$ cat config.mk
export PLATFORM = sky130hd
export DESIGN_NAME = fifo_wr_sched
export DESIGN_NICKNAME = d
export VERILOG_FILES = /design/src/rtl/fifo_pkg.sv /design/src/rtl/fifo_rr_pick.sv /design/src/rtl/fifo_wr_sched.sv
export SDC_FILE = /design/constraint.sdc
export NUM_CORES = 1
export LEC_CHECK = 0
export CAP_MARGIN = 5
export CORE_ASPECT_RATIO = 0.7
export CORE_MARGIN = 5
export CORE_UTILIZATION = 44
export DETAILED_ROUTE_END_ITERATION = 7
export GPL_TIMING_DRIVEN = 0
export PLACE_DENSITY = 0.78
export SLEW_MARGIN = 20
export SYNTH_ARGS = -nofsm -noshare
export SYNTH_HDL_FRONTEND = slang
export SYNTH_SLANG_ARGS = --single-unit
$ cat constraint.sdc
create_clock -name clk -period 2.9 [get_ports clk]
set_clock_uncertainty 0.05 [all_clocks]
set_input_delay 0.435 -clock clk [delete_from_list [all_inputs] [get_ports clk]]
set_output_delay 0.435 -clock clk [all_outputs]
set_load 0.02 [all_outputs]
$ cat src/rtl/fifo_pkg.sv
// Shared types and constants for the FIFO write-side logic.
package fifo_pkg;

   // Write scheduler states
   typedef enum logic [1:0] {
      SCHED_RUN   = 2'd0,
      SCHED_FLUSH = 2'd1,
      SCHED_WAIT  = 2'd2,
      SCHED_DONE  = 2'd3
   } sched_state_t;

   // Width of the saturating accepted-write counter
   localparam int unsigned WR_COUNT_W = 16;

endpackage

$ cat src/rtl/fifo_rr_pick.sv
// Combinational rotating-priority picker. The search starts one past ptr_i and
// wraps; wrap-around is handled by scanning a doubled request vector whose
// lower copy has the bits below the start position masked off.
module fifo_rr_pick
   import fifo_pkg::*;
#(
   parameter int unsigned NUM_REQ = 4,
   localparam int unsigned IDX_W  = $clog2(NUM_REQ)
) (
   input  logic [NUM_REQ-1:0] req_i,
   input  logic [IDX_W-1:0]   ptr_i,
   output logic [NUM_REQ-1:0] gnt_o,
   output logic [IDX_W-1:0]   idx_o,
   output logic               any_o
);

   localparam int N = int'(NUM_REQ);

   logic [2*NUM_REQ-1:0] dbl;
   int                   start;
   logic                 found;
   logic [IDX_W-1:0]     idx;

   // Build masked doubled vector, take the lowest set bit, fold index back
   always_comb begin
      start = (int'(ptr_i) == N - 1) ? 0 : int'(ptr_i) + 1;
      dbl   = '0;
      for (int i = 0; i < N; i++) begin
         dbl[i]     = req_i[i] && (i >= start);
         dbl[i + N] = req_i[i];
      end
      found = 1'b0;
      idx   = '0;
      for (int j = 0; j < 2 * N; j++) begin
         if (!found && dbl[j]) begin
            found = 1'b1;
            idx   = (j >= N) ? IDX_W'(j - N) : IDX_W'(j);
         end
      end
      gnt_o = '0;
      for (int i = 0; i < N; i++) begin
         gnt_o[i] = found && (idx == IDX_W'(i));
      end
      idx_o = idx;
      any_o = found;
   end

endmodule

$ cat src/rtl/fifo_wr_sched.sv
// Shares one FIFO write port among NUM_REQ producers with round-robin grant,
// and sequences FIFO flushes (quiesce, pulse, wait with timeout, acknowledge).
module fifo_wr_sched
   import fifo_pkg::*;
#(
   parameter int unsigned NUM_REQ       = 4,
   parameter int unsigned DATA_WIDTH    = 8,
   parameter int unsigned FLUSH_TIMEOUT = 16,
   localparam int unsigned IDX_W        = $clog2(NUM_REQ)
) (
   input  logic                          clk,
   input  logic                          n_rst,
   input  logic [NUM_REQ-1:0]            req_valid,
   input  logic [NUM_REQ*DATA_WIDTH-1:0] req_data,
   output logic [NUM_REQ-1:0]            req_ready,
   input  logic                          flush_req,
   output logic                          flush_done,
   output logic                          flush_err,
   output logic                          busy,
   output logic [IDX_W-1:0]              grant_id,
   output logic [WR_COUNT_W-1:0]         wr_count,
   input  logic                          fifo_full,
   input  logic                          fifo_flushed,
   output logic                          fifo_w_en,
   output logic [DATA_WIDTH-1:0]         fifo_w_data,
   output logic                          fifo_flush
);

   localparam int unsigned TMO_W = $clog2(FLUSH_TIMEOUT);
   localparam logic [TMO_W-1:0] TMO_LAST = TMO_W'(FLUSH_TIMEOUT - 1);

   sched_state_t          state_q, state_d;
   logic [IDX_W-1:0]      ptr_q, ptr_d;
   logic [IDX_W-1:0]      grant_id_q, grant_id_d;
   logic [WR_COUNT_W-1:0] wr_count_q, wr_count_d;
   logic                  flush_err_q, flush_err_d;
   logic [TMO_W-1:0]      tmo_q, tmo_d;

   logic [NUM_REQ-1:0] pick_gnt;
   logic [IDX_W-1:0]   pick_idx;
   logic               pick_any;
   logic               pick_en;
   logic [NUM_REQ-1:0] hs;

   fifo_rr_pick #(
      .NUM_REQ (NUM_REQ)
   ) u_pick (
      .req_i (req_valid),
      .ptr_i (ptr_q),
      .gnt_o (pick_gnt),
      .idx_o (pick_idx),
      .any_o (pick_any)
   );

   // Grant, write-port mux and status outputs; ready is gated by n_rst so
   // nothing is offered while reset is held
   always_comb begin
      pick_en     = n_rst && (state_q == SCHED_RUN) && !flush_req && !fifo_full;
      req_ready   = (pick_en && pick_any) ? pick_gnt : '0;
      hs          = req_valid & req_ready;
      fifo_w_en   = |hs;
      fifo_w_data = '0;
      for (int i = 0; i < int'(NUM_REQ); i++) begin
         fifo_w_data = fifo_w_data | (req_data[i*DATA_WIDTH +: DATA_WIDTH] & {DATA_WIDTH{hs[i]}});
      end
      fifo_flush = (state_q == SCHED_FLUSH);
      flush_done = (state_q == SCHED_DONE);
      busy       = (state_q != SCHED_RUN);
      flush_err  = flush_err_q;
      grant_id   = grant_id_q;
      wr_count   = wr_count_q;
   end

   // Next-state logic for the flush sequencer, pointer and counters
   always_comb begin
      state_d     = state_q;
      ptr_d       = ptr_q;
      grant_id_d  = grant_id_q;
      wr_count_d  = wr_count_q;
      flush_err_d = flush_err_q;
      tmo_d       = tmo_q;
      unique case (state_q)
         SCHED_RUN: begin
            if (flush_req) begin
               state_d     = SCHED_FLUSH;
               flush_err_d = 1'b0;
            end else if (fifo_w_en) begin
               ptr_d      = pick_idx;
               grant_id_d = pick_idx;
               if (wr_count_q != '1) begin
                  wr_count_d = wr_count_q + 1'b1;
               end
            end
         end
         SCHED_FLUSH: begin
            wr_count_d = '0;
            tmo_d      = '0;
            state_d    = SCHED_WAIT;
         end
         SCHED_WAIT: begin
            // A completion on the last allowed cycle still counts as success
            if (fifo_flushed) begin
               state_d = SCHED_DONE;
            end else if (tmo_q == TMO_LAST) begin
               flush_err_d = 1'b1;
               state_d     = SCHED_DONE;
            end else begin
               tmo_d = tmo_q + 1'b1;
            end
         end
         SCHED_DONE: begin
            state_d = SCHED_RUN;
         end
         default: begin
            state_d = SCHED_RUN;
         end
      endcase
   end

   // State registers; pointer resets to the last index so requester 0 wins first
   always_ff @(posedge clk or negedge n_rst) begin
      if (!n_rst) begin
         state_q     <= SCHED_RUN;
         ptr_q       <= IDX_W'(NUM_REQ - 1);
         grant_id_q  <= '0;
         wr_count_q  <= '0;
         flush_err_q <= 1'b0;
         tmo_q       <= '0;
      end else begin
         state_q     <= state_d;
         ptr_q       <= ptr_d;
         grant_id_q  <= grant_id_d;
         wr_count_q  <= wr_count_d;
         flush_err_q <= flush_err_d;
         tmo_q       <= tmo_d;
      end
   end

endmodule

-- After elaboration in Yosys (flattened, before gate mapping)
Cells that the tools add are included.
- word-level logic and storage cells: 111
- output and inout port bits: 35
- flip-flop bits (word level): 27
- reductions and logical operators: 40
- bitwise operators: 9
- mux-type cells: 32
- magnitude comparators: 4
- equal/unequal tests: 17
- add/sub/neg operators: 3
- operators with widths (kind ; count):
    $ge 3x32->1 const A ; 2
    $mux 16 ; 3
    $and 8x8->8 ; 4
    $ge 1x32->1 const A ; 1
    $ge 2x32->1 const A ; 1
    $mux 32 ; 1
    $pmux 16 s2 ; 1
    $or 8x8->8 ; 3
    $logic_and 1x1->1 ; 19
    $mux 2 ; 9
    $add 16x1->16 const B ; 1
    $ne 16x16->1 const B ; 1
    $mux 1 ; 12
    $mux 4 ; 3
    $ne 2x2->1 const B ; 6
    $logic_not 1->1 ; 9
    $eq 2x2->1 const B ; 4
    $pmux 2 s4 ; 1
    $pmux 4 s2 ; 1
    $reduce_and 4->1 ; 2
    $reduce_bool 2->1 ; 4
    $eq 2x1->1 const B ; 3
    $reduce_and 3->1 ; 2
    $add 4x1->4 const B ; 1
    10 further kinds ; 11

-- Logic depth before layout (Yosys ltp)
- word-level depth: 34
- depth in mapped cells: 10
- mapped depth without buffers: 8

-- By module
A second synthesis with hierarchy kept.
- cells, all modules: 221
- area total of the unflattened synthesis: 1939.4 um^2
- modules (own cells, without submodules) (module ; instances ; sequential area each (um^2) ; area each (um^2) ; cells each):
    fifo_wr_sched ; 1 ; 678.2 ; 1779.2 ; 201
    fifo_rr_pick ; 1 ; 0.0 ; 160.2 ; 20

-- Worst setup path before layout
No wires, ideal clock.
- kind: register -> output
- start: register ptr_q[0]
- end: output port fifo_w_data[1]
- slack: 382 ps
- stages on the path, launching flop included: 8
- arrival time: 2033 ps
- cells stage by stage: dfstp_2 > inv_1 > ha_1 > a221oi_1 > o21ai_0 > buf_1 > mux2i_1 > o22ai_1
- longest elaborated chain between the ends: 34
- ends and longest elaborated chain (element ; line ; text):
    start: declaration ; fifo_wr_sched.sv:33 ; logic [IDX_W-1:0] ptr_q, ptr_d;
    start signal: assignment ; fifo_wr_sched.sv:124 ; ptr_q <= IDX_W'(NUM_REQ - 1);
    start signal: assignment ; fifo_wr_sched.sv:131 ; ptr_q <= ptr_d;
    $add 2x1->3 or $eq 2x1->1 (tied branches) ; fifo_rr_pick.sv:26 ; start = (int'(ptr_i) == N - 1) ? 0 : int'(ptr_i) + 1;
    $mux 32 * ; fifo_rr_pick.sv:26 ;
    $ge 1x32->1 ; fifo_rr_pick.sv:29 ; dbl[i] = req_i[i] && (i >= start);
    $logic_and 1x1->1 ; fifo_rr_pick.sv:29 ;
    $mux 1 ; fifo_rr_pick.sv:35 ; if (!found && dbl[j]) begin
    $logic_not 1->1 ; fifo_rr_pick.sv:35 ;
    $logic_and 1x1->1 ; fifo_rr_pick.sv:35 ;
    $mux 1 ; fifo_rr_pick.sv:35 ;
    [... 17 more ...] ; -- ;
    $mux 2 ; fifo_rr_pick.sv:35 ;
    $eq 2x1->1 or $logic_not 2->1 (tied branches) ; fifo_rr_pick.sv:42 ; gnt_o[i] = found && (idx == IDX_W'(i));
    $logic_and 1x1->1 ; fifo_rr_pick.sv:42 ;
    $mux 4 * ; fifo_wr_sched.sv:59 ; req_ready = (pick_en && pick_any) ? pick_gnt : '0;
    $and 4x4->4 * ; fifo_wr_sched.sv:60 ; hs = req_valid & req_ready;
    $and 8x8->8 ; fifo_wr_sched.sv:64 ; fifo_w_data = fifo_w_data | (req_data[i*DATA_WIDTH +: DATA_WIDTH] & {DATA_WIDTH{hs[i]}});
    $or 8x8->8 (2 in series) ; fifo_wr_sched.sv:64 ;
    $or 8x8->8 * ; fifo_wr_sched.sv:64 ;
    end: declaration ; fifo_wr_sched.sv:25 ; output logic [DATA_WIDTH-1:0] fifo_w_data,
Every way passes the cells marked *; elsewhere a longest branch is shown, timed or not.

-- Worst setup path in the final report
- start: register ptr_q[0]
- end: output port req_ready[3]
- longest elaborated chain between the ends: 29
- ends and longest elaborated chain (element ; line ; text):
    $add 2x1->3 or $eq 2x1->1 (tied branches) ; fifo_rr_pick.sv:26 ;
    $mux 32 * ; fifo_rr_pick.sv:26 ;
    $ge 1x32->1 ; fifo_rr_pick.sv:29 ;
    $logic_and 1x1->1 ; fifo_rr_pick.sv:29 ;
    $mux 1 ; fifo_rr_pick.sv:35 ;
    $logic_not 1->1 ; fifo_rr_pick.sv:35 ;
    $logic_and 1x1->1 ; fifo_rr_pick.sv:35 ;
    $mux 1 ; fifo_rr_pick.sv:35 ;
    [... 13 more ...] ; -- ;
    $logic_and 1x1->1 ; fifo_rr_pick.sv:35 ;
    $mux 1 ; fifo_rr_pick.sv:35 ;
    $logic_not 1->1 ; fifo_rr_pick.sv:35 ;
    $logic_and 1x1->1 ; fifo_rr_pick.sv:35 ;
    $mux 2 ; fifo_rr_pick.sv:35 ;
    $eq 2x2->1 ; fifo_rr_pick.sv:42 ;
    $logic_and 1x1->1 ; fifo_rr_pick.sv:42 ;
    $mux 4 * ; fifo_wr_sched.sv:59 ;
    end: declaration ; fifo_wr_sched.sv:15 ; output logic [NUM_REQ-1:0] req_ready,
Marks and branches as above.

==> flow_results.xml <==
<?xml version="1.0" encoding="UTF-8"?>
<metrics>
  <group name="setup_path">
    <metric name="worst_setup_path_end_kind" unit="">output pin</metric>
    <metric name="timing.reg2reg.worst_path_depth" unit="">9</metric>
    <metric name="startpoint_class_of_the_critical_path" unit="">register</metric>
    <metric name="worstPathMaxFanout" unit="">3</metric>
    <metric name="crit-reg2reg-launch" unit="">state_q[0]</metric>
    <metric name="crit_arrival" unit="ns">2.27</metric>
    <metric name="crit_path_cell_trace" unit="">inv_1 -&gt; ha_1 -&gt; nor2_1 -&gt; o21ai_1 -&gt; or3b_4 -&gt; nor3_1 -&gt; clkbuf_2</metric>
    <metric name="timing.critical_path.slowest_stage_cell" unit="">sky130_fd_sc_hd__dfstp_2</metric>
    <metric name="critical_path_required" unit="ns">2.41</metric>
    <metric name="reg2reg_slack" unit="ns">0.54</metric>
    <metric name="cpPeakStageDelay" unit="ns">0.54</metric>
    <metric name="worst_reg2reg_endpoint" unit="">wr_count[11]</metric>
    <metric name="crit_type" unit="">register to output pin</metric>
    <metric name="setup.worst_path.start" unit="">ptr_q[0]</metric>
  </group>
  <group name="drt">
    <metric name="drt_iter0_drc" unit="">111</metric>
    <metric name="antenna_left" unit="">0</metric>
    <metric name="detail_route.first_pass.iterations" unit="">4</metric>
    <metric name="wire_length_per_cell" unit="um">16.6</metric>
    <metric name="wl" unit="um">5770</metric>
    <metric name="post_route_drc_violation_count" unit="">0</metric>
    <metric name="via_per_inst" unit="">5.67</metric>
    <metric name="num_vias" unit="">1966</metric>
  </group>
  <group name="pwr">
    <metric name="combinationalPowerShare" unit="">0.584</metric>
    <metric name="irDropWorstVdd" unit="mV">0.648</metric>
    <metric name="net-switching-power" unit="uW">859</metric>
    <metric name="sw_frac_of_total" unit="">0.444</metric>
    <metric name="power_density" unit="nW/um2">685</metric>
    <metric name="internal-power" unit="uW">1080</metric>
    <metric name="static_leakage_power" unit="uW">0.00131</metric>
    <metric name="power_frac_clock" unit="">0.113</metric>
    <metric name="design_power_total" unit="uW">1930</metric>
    <metric name="sequential_fraction_of_design_power" unit="">0.303</metric>
  </group>
  <group name="floorplan">
    <metric name="core_area" unit="um2">4330</metric>
    <metric name="ios" unit="">76</metric>
    <metric name="die_x" unit="um">89.9</metric>
    <metric name="initial_core_utilization" unit="">0.454</metric>
    <metric name="dieArea" unit="um2">5930</metric>
    <metric name="core.rowCount" unit="">20</metric>
    <metric name="fp.dieH" unit="um">65.9</metric>
  </group>
  <group name="cells_and_area">
    <metric name="syn2layout_area_growth" unit="%">43.7</metric>
    <metric name="fin_nets" unit="">342</metric>
    <metric name="share_of_cells_above_drive_strength_1" unit="">0.127</metric>
    <metric name="postLayoutCoreUtil" unit="">0.653</metric>
    <metric name="insertedDiodeCount" unit="">0</metric>
  </group>
  <group name="timing">
    <metric name="maxSlewViolCount" unit="">0</metric>
    <metric name="tightestPinTransition" unit="ns">0.611</metric>
    <metric name="setup_repair_after_global_routing_missed_its_margin" unit="">no</metric>
    <metric name="max_slew_margin" unit="">0.592</metric>
    <metric name="setup-violations-final" unit="">0</metric>
    <metric name="max_freq" unit="MHz">364</metric>
    <metric name="hold_viol" unit="">0</metric>
    <metric name="timing.final.crit_period" unit="ns">2.75</metric>
    <metric name="min_period_over_period" unit="">0.949</metric>
  </group>
  <group name="global_routing">
    <metric name="number_of_global_route_vias_before_repair" unit="">1772</metric>
    <metric name="grt_start_max_net_pins" unit="">29</metric>
    <metric name="antenna_violations_before_repair" unit="">0</metric>
    <metric name="grtUsageTotal" unit="">0.190</metric>
    <metric name="global_route.overflow_total" unit="">0</metric>
    <metric name="wire_length_of_the_first_global_routing_pass" unit="um">9250</metric>
  </group>
  <group name="clock_tree">
    <metric name="numCtsBuffers" unit="">3</metric>
    <metric name="clkLatencyLatePin" unit="ns">0.28</metric>
    <metric name="cts_root_buffer" unit="">sky130_fd_sc_hd__clkbuf_8</metric>
    <metric name="bufs_on_longest_clock_path" unit="">2</metric>
    <metric name="worst_setup_hold_path_clk_slew" unit="ns">0.09</metric>
    <metric name="cts_htree_levels" unit="">1</metric>
    <metric name="post-cts-setup-buffers" unit="">0</metric>
    <metric name="tritoncts_clock_tree" unit="">yes</metric>
    <metric name="cts_hold_buf" unit="">0</metric>
    <metric name="clock_sink_total" unit="">27</metric>
  </group>
  <group name="synthesis">
    <metric name="synthesis.nets" unit="">262</metric>
    <metric name="synth_sequential_area_ratio" unit="">0.345</metric>
    <metric name="synth_warnings" unit="">0</metric>
    <metric name="synth.most_common_cell" unit="">sky130_fd_sc_hd__dfrtp_1</metric>
    <metric name="syn-cell-area" unit="um2">1970</metric>
    <metric name="syn_area_per_cell" unit="um2">9.23</metric>
    <metric name="synth-main-ff-cell" unit="">sky130_fd_sc_hd__dfrtp_1</metric>
    <metric name="synth_cell_type_count" unit="">53</metric>
    <metric name="post_synth_inst_count" unit="">213</metric>
    <metric name="synth_seq_cells" unit="">27</metric>
    <metric name="leading_cell_types_by_total_area_after_synthesis" unit="">sky130_fd_sc_hd__dfrtp_1 32%, sky130_fd_sc_hd__mux2i_1 10%, sky130_fd_sc_hd__ha_1 5.1%</metric>
    <metric name="async_flop_share" unit="">1.00</metric>
    <metric name="synth_top_cells_by_count" unit="">25 x sky130_fd_sc_hd__dfrtp_1, 20 x sky130_fd_sc_hd__mux2i_1, 19 x sky130_fd_sc_hd__nand2_1, 14 x sky130_fd_sc_hd__nor2_1</metric>
    <metric name="synth_enable_flop_cells" unit="">0</metric>
    <metric name="synthDominantCellAreaShare" unit="">0.318</metric>
    <metric name="yosys.area.top_type" unit="">sky130_fd_sc_hd__dfrtp_1</metric>
  </group>
  <group name="min_path">
    <metric name="hold_path.class" unit="">primary input to asynchronous set/reset pin</metric>
  </group>
  <group name="placement">
    <metric name="hpwlAfterDp" unit="um">4380</metric>
    <metric name="port_buffers" unit="">75</metric>
    <metric name="finalWeightedCongestion" unit="">0.851</metric>
  </group>
  <group name="run">
    <metric name="drv.max_cap_violation_count" unit="">0</metric>
  </group>
  <group name="run_status">
    <metric name="result_of_the_run" unit="">completed</metric>
  </group>
</metrics>
-- power groups by stage --
| stage | clock (uW) | combinational (uW) | sequential [uW] |
|---|---|---|---|
| after floorplan | 0 | 634 | 627 |
| after global placement | 0 | 1050 | 585 |
| after detailed placement | 0 | 1070 | 587 |
| after CTS | 226 | 1090 | 581 |
| after global routing | 246 | 1220 | 599 |
| final | 219 | 1130 | 586 |
-- worst max path at each step --
stage                endpoint  slack (ns)  cells after the start
2_1_floorplan  fifo_w_data[1]        0.38                      7
3_3_place_gp   fifo_w_data[4]       -1.24                      7
3_5_place_dp   fifo_w_data[1]       -0.39                      7
4_1_cts        fifo_w_data[1]      -0.009                      8
5_1_grt          req_ready[2]        0.01                      8
6_report         req_ready[3]        0.15                      7
-- sequential cells by signal, summed over array words and instances (netlist names) --
register / count
flush_err: 1
grant_id: 2
ptr_q: 2
tmo_q: 4
wr_count: 16
state_q: 2
-- cell usage in the layout, fill, tap and decap left out, drive strengths merged, types with 9 or more instances in the layout --
cell	instances
clkdlybuf4s50	61
dfrtp	25
mux2i	20
nand2	19
nor2	15
buf	14
a21oi	11
clkbuf	11
nand3	10
inv	10
o22ai	9
-- per-layer routing --
metal	vias to the layer above	wire [um]	global-route usage
met5	-	0	0
met4	0	49	0.0390
met3	7	310	0.0444
met2	53	2520	0.276
met1	927	2900	0.284
li1	979	-	-
-- critical path: cells and delay by family, from the launching register on --
family                     cells  cell delay (ns)
and+or+nand+nor                3             0.69
DFF                            1             0.54
adders and majority gates      1             0.34
buffers and inverters          2             0.26
AOI/OAI and AO/OA              1             0.16
-- cells by family after synthesis --
logic type | share of synthesized area
buffers and inverters | 0.0446
xor gates and xnor gates | 0.0223
DFF | 0.345
AOI/OAI and AO/OA | 0.219
adders and majority gates | 0.0509
and+or+nand+nor | 0.216
muxes | 0.102
-- metrics by stage --
step | cells | setup TNS (ns) | hold WS (ns) | setup slack [ns] | cell area (um2)
finish | 347 | 0 | 0.106 | 0.149 | 2830
detailed placement | 343 | -4.16 | 0.413 | -0.393 | 2780
global placement | 343 | -23.78 | 0.411 | -1.24 | 2790
floorplan | 213 | 0 | 0.0894 | 0.382 | 1970
CTS | 347 | -0.00890 | 0.126 | -0.00890 | 2810
global route | 347 | 0 | 0.151 | 0.0102 | 2830
-- final cells by class --
cell class	instances	area, um2
fillers	370	1500
multi-input cells	167	1240
repair buffers	75	696
flip-flops and latches	27	678
well taps	55	68.8
plain buffers	9	58.8
clock buffers	4	45.0
inverters	10	40.0
-- repair_timing --
item / CTS / global route
pin swaps: 0 / 1
hold endpoints to repair: 0 / 0
resized for setup: 45 / 18
endpoints found under the setup margin: 12 / 13
No activity file was read; power rests on OpenSTA's default activity.
